--- config.mk ---
export PLATFORM = sky130hd
export DESIGN_NAME = vliw_run_ctrl
export DESIGN_NICKNAME = d
export VERILOG_FILES = /design/src/rtl/vliw_pkg.sv /design/src/rtl/vliw_rst_stagger.sv /design/src/rtl/vliw_run_ctrl.sv
export SDC_FILE = /design/constraint.sdc
export NUM_CORES = 1
export LEC_CHECK = 0
export ABC_AREA = 1
export BUFFER_PORTS_ARGS = -buffer_cell sky130_fd_sc_hd__buf_2
export CORE_MARGIN = 3
export CORE_UTILIZATION = 50
export CTS_CLUSTER_DIAMETER = 200
export DETAILED_ROUTE_END_ITERATION = 12
export HOLD_SLACK_MARGIN = 0.05
export PLACE_DENSITY = 0.67
export SYNTH_ARGS = -nofsm -noshare
export SYNTH_HDL_FRONTEND = slang
export SYNTH_SLANG_ARGS = --single-unit
--- constraint.sdc ---
create_clock -name i_clk -period 3.41 [get_ports i_clk]
set_input_delay 0.682 -clock i_clk [delete_from_list [all_inputs] [get_ports i_clk]]
set_output_delay 0.682 -clock i_clk [all_outputs]
set_load 0.05 [all_outputs]
--- src/rtl/vliw_pkg.sv ---
// Shared types and default constants for the VLIW run/reset sequencer.
// Optional single-step support is enabled with VLIW_RUN_CTRL_STEP_EN.
package vliw_pkg;

  localparam int VLIW_DEF_NUM_DOMAINS = 2;
  localparam int VLIW_DEF_RST_HOLD    = 5;
  localparam int VLIW_DEF_STAGGER     = 1;
  localparam int VLIW_DEF_MAX_RUN     = 1024;
  localparam int VLIW_DEF_CNT_W       = 32;

  localparam logic [2:0] ST_IDLE    = 3'd0;
  localparam logic [2:0] ST_HOLD    = 3'd1;
  localparam logic [2:0] ST_RELEASE = 3'd2;
  localparam logic [2:0] ST_RUN     = 3'd3;
  localparam logic [2:0] ST_DONE    = 3'd4;

  typedef enum logic [2:0] {
    IDLE    = ST_IDLE,
    HOLD    = ST_HOLD,
    RELEASE = ST_RELEASE,
    RUN     = ST_RUN,
    DONE    = ST_DONE
  } run_state_t;

endpackage

--- src/rtl/vliw_rst_stagger.sv ---
// Staggered per-domain reset release: while i_rel_en is high, one domain
// (lowest index first) is released every STAGGER cycles; released bits stay low.
module vliw_rst_stagger
  import vliw_pkg::*;
#(
  parameter int NUM_DOMAINS = VLIW_DEF_NUM_DOMAINS,
  parameter int STAGGER     = VLIW_DEF_STAGGER
) (
  input  logic                   i_clk,
  input  logic                   i_rst,
  input  logic                   i_restart,
  input  logic                   i_rel_en,
  output logic [NUM_DOMAINS-1:0] o_core_rst
);

  localparam int IDX_W = (NUM_DOMAINS < 2) ? 1 : $clog2(NUM_DOMAINS + 1);
  localparam int STG_W = (STAGGER < 2) ? 1 : $clog2(STAGGER);

  logic [NUM_DOMAINS-1:0] r_core_rst;
  logic [IDX_W-1:0]       r_idx;
  logic [STG_W-1:0]       r_stg;

  always_ff @(posedge i_clk) begin
    if (i_rst || i_restart) begin
      r_core_rst <= '1;
      r_idx      <= '0;
      r_stg      <= '0;
    end else if (i_rel_en) begin
      if (r_stg == '0) begin
        for (int i = 0; i < NUM_DOMAINS; i++) begin
          if (r_idx == IDX_W'(i)) r_core_rst[i] <= 1'b0;
        end
        r_idx <= r_idx + IDX_W'(1);
        r_stg <= STG_W'(STAGGER - 1);
      end else begin
        r_stg <= r_stg - STG_W'(1);
      end
    end
  end

  assign o_core_rst = r_core_rst;

endmodule

--- src/rtl/vliw_run_ctrl.sv ---
// Run/reset sequencer for a VLIW core: hold, staggered release, budgeted run.
// Define VLIW_RUN_CTRL_STEP_EN to add single-step inputs i_step_mode / i_step.
module vliw_run_ctrl
  import vliw_pkg::*;
#(
  parameter int NUM_DOMAINS = VLIW_DEF_NUM_DOMAINS,
  parameter int RST_HOLD    = VLIW_DEF_RST_HOLD,
  parameter int STAGGER     = VLIW_DEF_STAGGER,
  parameter int MAX_RUN     = VLIW_DEF_MAX_RUN,
  parameter int CNT_W       = VLIW_DEF_CNT_W
) (
  input  logic                   i_clk,
  input  logic                   i_rst,
  input  logic                   i_start,
  input  logic                   i_halt_req,
`ifdef VLIW_RUN_CTRL_STEP_EN
  input  logic                   i_step_mode,
  input  logic                   i_step,
`endif
  output logic [NUM_DOMAINS-1:0] o_core_rst,
  output logic                   o_run,
  output logic                   o_done,
  output logic                   o_timeout,
  output logic [CNT_W-1:0]       o_cycle_count
);

  // state   | meaning
  // IDLE    | all domains in reset, waiting for start
  // HOLD    | all domains in reset for RST_HOLD cycles
  // RELEASE | domains released one by one, STAGGER cycles apart
  // RUN     | core executing, counting run cycles against the budget
  // DONE    | stopped by halt or budget; results held for inspection

  if (NUM_DOMAINS < 1 || RST_HOLD < 1 || STAGGER < 1) begin : g_bad_param
    $error("vliw_run_ctrl: NUM_DOMAINS, RST_HOLD and STAGGER must be >= 1");
  end

  localparam int REL_LEN = NUM_DOMAINS * STAGGER;
  localparam int TMR_MAX = (RST_HOLD > REL_LEN) ? RST_HOLD : REL_LEN;
  localparam int TMR_W   = (TMR_MAX < 2) ? 1 : $clog2(TMR_MAX);
  localparam int BUD_W   = (MAX_RUN < 2) ? 1 : $clog2(MAX_RUN + 1);

  run_state_t       r_state;
  logic [TMR_W-1:0] r_tmr;
  logic [BUD_W-1:0] r_budget;
  logic             r_run;
  logic             r_done;
  logic             r_timeout;
  logic [CNT_W-1:0] r_cnt;

  logic             w_run_next;
  logic             w_rel_en;
  logic             w_restart;
  logic [CNT_W-1:0] w_cnt_inc;

`ifdef VLIW_RUN_CTRL_STEP_EN
  assign w_run_next = i_step_mode ? i_step : 1'b1;
`else
  assign w_run_next = 1'b1;
`endif

  // release enable is high in every cycle whose successor is a RELEASE cycle
  assign w_rel_en  = ((r_state == HOLD) && (r_tmr == '0)) ||
                     ((r_state == RELEASE) && (r_tmr != '0));
  assign w_restart = (r_state == IDLE) || ((r_state == DONE) && i_start);
  assign w_cnt_inc = (r_cnt == '1) ? r_cnt : r_cnt + CNT_W'(1);

  always_ff @(posedge i_clk) begin
    if (i_rst) begin
      r_state   <= IDLE;
      r_tmr     <= '0;
      r_budget  <= '0;
      r_run     <= 1'b0;
      r_done    <= 1'b0;
      r_timeout <= 1'b0;
      r_cnt     <= '0;
    end else begin
      case (r_state)
        IDLE: begin
          if (i_start) begin
            r_state <= HOLD;
            r_tmr   <= TMR_W'(RST_HOLD - 1);
          end
        end
        HOLD: begin
          if (r_tmr == '0) begin
            r_state <= RELEASE;
            r_tmr   <= TMR_W'(REL_LEN - 1);
          end else begin
            r_tmr <= r_tmr - TMR_W'(1);
          end
        end
        RELEASE: begin
          if (r_tmr == '0) begin
            r_state  <= RUN;
            r_run    <= w_run_next;
            r_budget <= BUD_W'(MAX_RUN);
          end else begin
            r_tmr <= r_tmr - TMR_W'(1);
          end
        end
        RUN: begin
          if (r_run) begin
            r_cnt    <= w_cnt_inc;
            r_budget <= r_budget - BUD_W'(1);
            // halt takes priority over a budget expiry in the same cycle
            if (i_halt_req) begin
              r_state   <= DONE;
              r_run     <= 1'b0;
              r_done    <= 1'b1;
              r_timeout <= 1'b0;
            end else if ((MAX_RUN != 0) && (r_budget == BUD_W'(1))) begin
              r_state   <= DONE;
              r_run     <= 1'b0;
              r_done    <= 1'b1;
              r_timeout <= 1'b1;
            end else begin
              r_run <= w_run_next;
            end
          end else begin
            r_run <= w_run_next;
          end
        end
        DONE: begin
          if (i_start) begin
            r_state   <= HOLD;
            r_tmr     <= TMR_W'(RST_HOLD - 1);
            r_done    <= 1'b0;
            r_timeout <= 1'b0;
            r_cnt     <= '0;
          end
        end
        default: r_state <= IDLE;
      endcase
    end
  end

  vliw_rst_stagger #(
    .NUM_DOMAINS (NUM_DOMAINS),
    .STAGGER     (STAGGER)
  ) u_stagger (
    .i_clk      (i_clk),
    .i_rst      (i_rst),
    .i_restart  (w_restart),
    .i_rel_en   (w_rel_en),
    .o_core_rst (o_core_rst)
  );

  assign o_run         = r_run;
  assign o_done        = r_done;
  assign o_timeout     = r_timeout;
  assign o_cycle_count = r_cnt;

endmodule
==> summary.txt <==
clock skew = 0.00862 ns
GRT Total Usage = 0.215
# diodes = 0
flops & latches, synth = 56
DRC = 0
Hold Violations, Final = 0
largest net degree at the start of global routing = 41
WL met1 = 4020 um
io pins = 41
Initial Utilization = 0.522
clock sink count = 56
DIE HEIGHT = 93.5 um
hold path endpoint = u_stagger.o_core_rst[0]
count of input and output buffers = 40
synth warn = 0
total power = 2280 uW
CTS buffer count = 5
chip width = 93.5 um
initial antenna violation count = 0
Synth Cell Area = 3830 um2
fin crit share = 0.717
met3 routed WL = 479 um
total grt overflow = 0
Slew Viols, Final = 0
vias in the first global route = 3,373
Lkg Pwr = 0.00180 uW
postcts setup bufs = 0
Setup-failing EPs final = 0
DPL Wire Length = 6830 um
critical path required time = 3.68 ns
critical path class = reg2reg
Avg Inst Size Synth = 6.15 um2
Util after Layout = 0.561
RSZ-0062 raised after global routing = no
Net Count, Synth = 633
r2r setup slk = 0.97 ns
Routed WL = 9020 um
drt pass-1 iters = 4
clk_lat worst skew = 0.32 ns
slew margin rel. = 0.625
worst reg2reg path startpoint = r_state[1]
CTS H-Tree Depth = 2
Achievable Freq = 0.409 GHz
first-pass GRT wire length = 15,300 um
Reg clk slew, reported paths = 0.11 ns
post_cts resized = 0
layout cells sized above 1 = 0.155
Worst R2R End = o_cycle_count[28]
Hold Path Class = reg2reg
Post-CTS Hold Buffers = 0
Max rail drop VDD = 0.000362 V
Critical Path Start Type = flip-flop
clock root buffer master = clkbuf_8
CTS Buffer Depth = 2
R2R depth = 9
DR vias = 3,760
Final min period = 2.44 ns
row count = 31
post-DR vias/cell = 4.98
Cell variety after synth = 33
die area = 8740 um2
cells after synthesis = 622
post-route antenna net violation count = 0
WL met2 = 4350 um
worst slew pin tran = 0.562 ns
CP Max Fanout = 40
Critical Path End Type = flip-flop
CTS tree = built
DR iter-0 viols = 183
post-route setup TNS = 0 ns
wire per inst = 11.9 um
GP Congestion = 0.960
pwr dens = 555 nW/um2
register area share after synthesis = 0.293
nets = 666
hold path depth = 2
P&R area growth vs syn = 7.55%
arrival time worst endpoint = 2.71 ns
core area = 7330 um2
max-cap violation count = 0
DR top layer = met4
status = complete, no violations
Hold Crit Start = u_stagger.o_core_rst[0]
-- worst max path at each step --
stage | from | endpoint | slack (ns) | cells after the start
4_1_cts | r_state[1] | o_cycle_count[29] | 0.99 | 9
5_1_grt | r_state[1] | o_cycle_count[26] | 0.67 | 9
2_1_floorplan | o_cycle_count[1] | o_cycle_count[10] | 1.26 | 12
3_3_place_gp | r_state[1] | o_cycle_count[28] | 1.09 | 9
3_5_place_dp | r_state[1] | o_cycle_count[29] | 1.02 | 9
6_report | r_state[1] | o_cycle_count[28] | 0.97 | 9
-- where the power goes --
part,total [uW],internal (uW),switching (uW)
Clock,386,151,235
Sequential,865,765,100
Combinational,1030,313,719
Total,2280,1230,1050
-- cell usage in the layout, fill, tap and decap left out, types with 2 or more instances in the layout --
cell type / n
nand2_1: 189
nor2_1: 117
inv_1: 72
dfxtp_1: 56
nand3_1: 49
buf_2: 40
a21oi_1: 21
nand3_2: 19
o21ai_0: 16
a21oi_2: 10
nand4_1: 9
inv_2: 7
ha_1: 7
nor2_2: 6
clkbuf_8: 5
nor3_1: 4
xor2_1: 4
nand2_2: 4
xnor2_1: 3
nor2_4: 3
nand2_4: 2
inv_6: 2
buf_4: 2
-- state kept, by name (all words and copies together), names as in the netlist, 2 cells and up --
register and flops:
r_tmr 3, u_stagger.o_core_rst 2, r_state 3, o_cycle_count 32
u_stagger.r_idx 2, r_budget 11
-- layer usage --
metal	vias up	track usage
li1	2000	-
met1	1651	0.261
met2	99	0.381
met3	10	0.0386
met4	0	0.0708
met5	-	0
-- Yosys cell counts, drive strengths merged --
cell type	instances	area [um2]
nand2	196	777
nor2	126	510
inv	79	297
nand3	68	435
dfxtp	56	1120
a21oi	31	193
o21ai	16	80.1
buf	12	120
nand4	9	56.3
ha	7	87.6
nor3	4	20.0
xor2	4	35.0
clkbuf	3	11.3
xnor2	3	26.3
or2	2	12.5
a211oi	1	7.51
clkinv	1	3.75
dlygate4sd1	1	8.76
nor3b	1	7.51
o22ai	1	6.26
o311a	1	10.0
-- cells by family after synthesis --
family                     synth area share
AOI/OAI and AO/OA                    0.0775
xor gates and xnor gates             0.0160
adders and majority gates            0.0229
and+or+nand+nor                       0.475
DFF                                   0.293
buffers and inverters                 0.115
-- stage by stage --
| stage | area, um2 | cells | setup slack, ns | hold WS, ns |
|---|---|---|---|---|
| 6_report | 4120 | 755 | 0.966 | 0.453 |
| 5_1_grt | 4120 | 755 | 0.671 | 0.489 |
| 3_3_place_gp | 4030 | 747 | 1.09 | 0.431 |
| 4_1_cts | 4120 | 755 | 0.985 | 0.457 |
| 3_5_place_dp | 4030 | 747 | 1.02 | 0.436 |
| 2_1_floorplan | 3830 | 622 | 1.26 | 0.447 |
-- critical path, stage by stage, from the launching register on --
cell and delay (ns):
dfxtp_1 0.36, nor2_2 0.22, inv_2 0.10, nor2_4 0.32
inv_2 0.26, nand2_4 0.50, nand2_8 0.18, inv_1 0.25
nor2_1 0.07, nor2_1 0.09
-- final cells by class --
type / instances / area, um2
repair buffers: 42 / 215
flip-flops and latches: 56 / 1120
clock buffers: 6 / 72.6
well taps: 99 / 124
fillers: 747 / 3220
multi-input cells: 470 / 2260
inverters: 80 / 300
clock inverters: 2 / 17.5
Note: power is estimated with default switching activity, not from simulation.
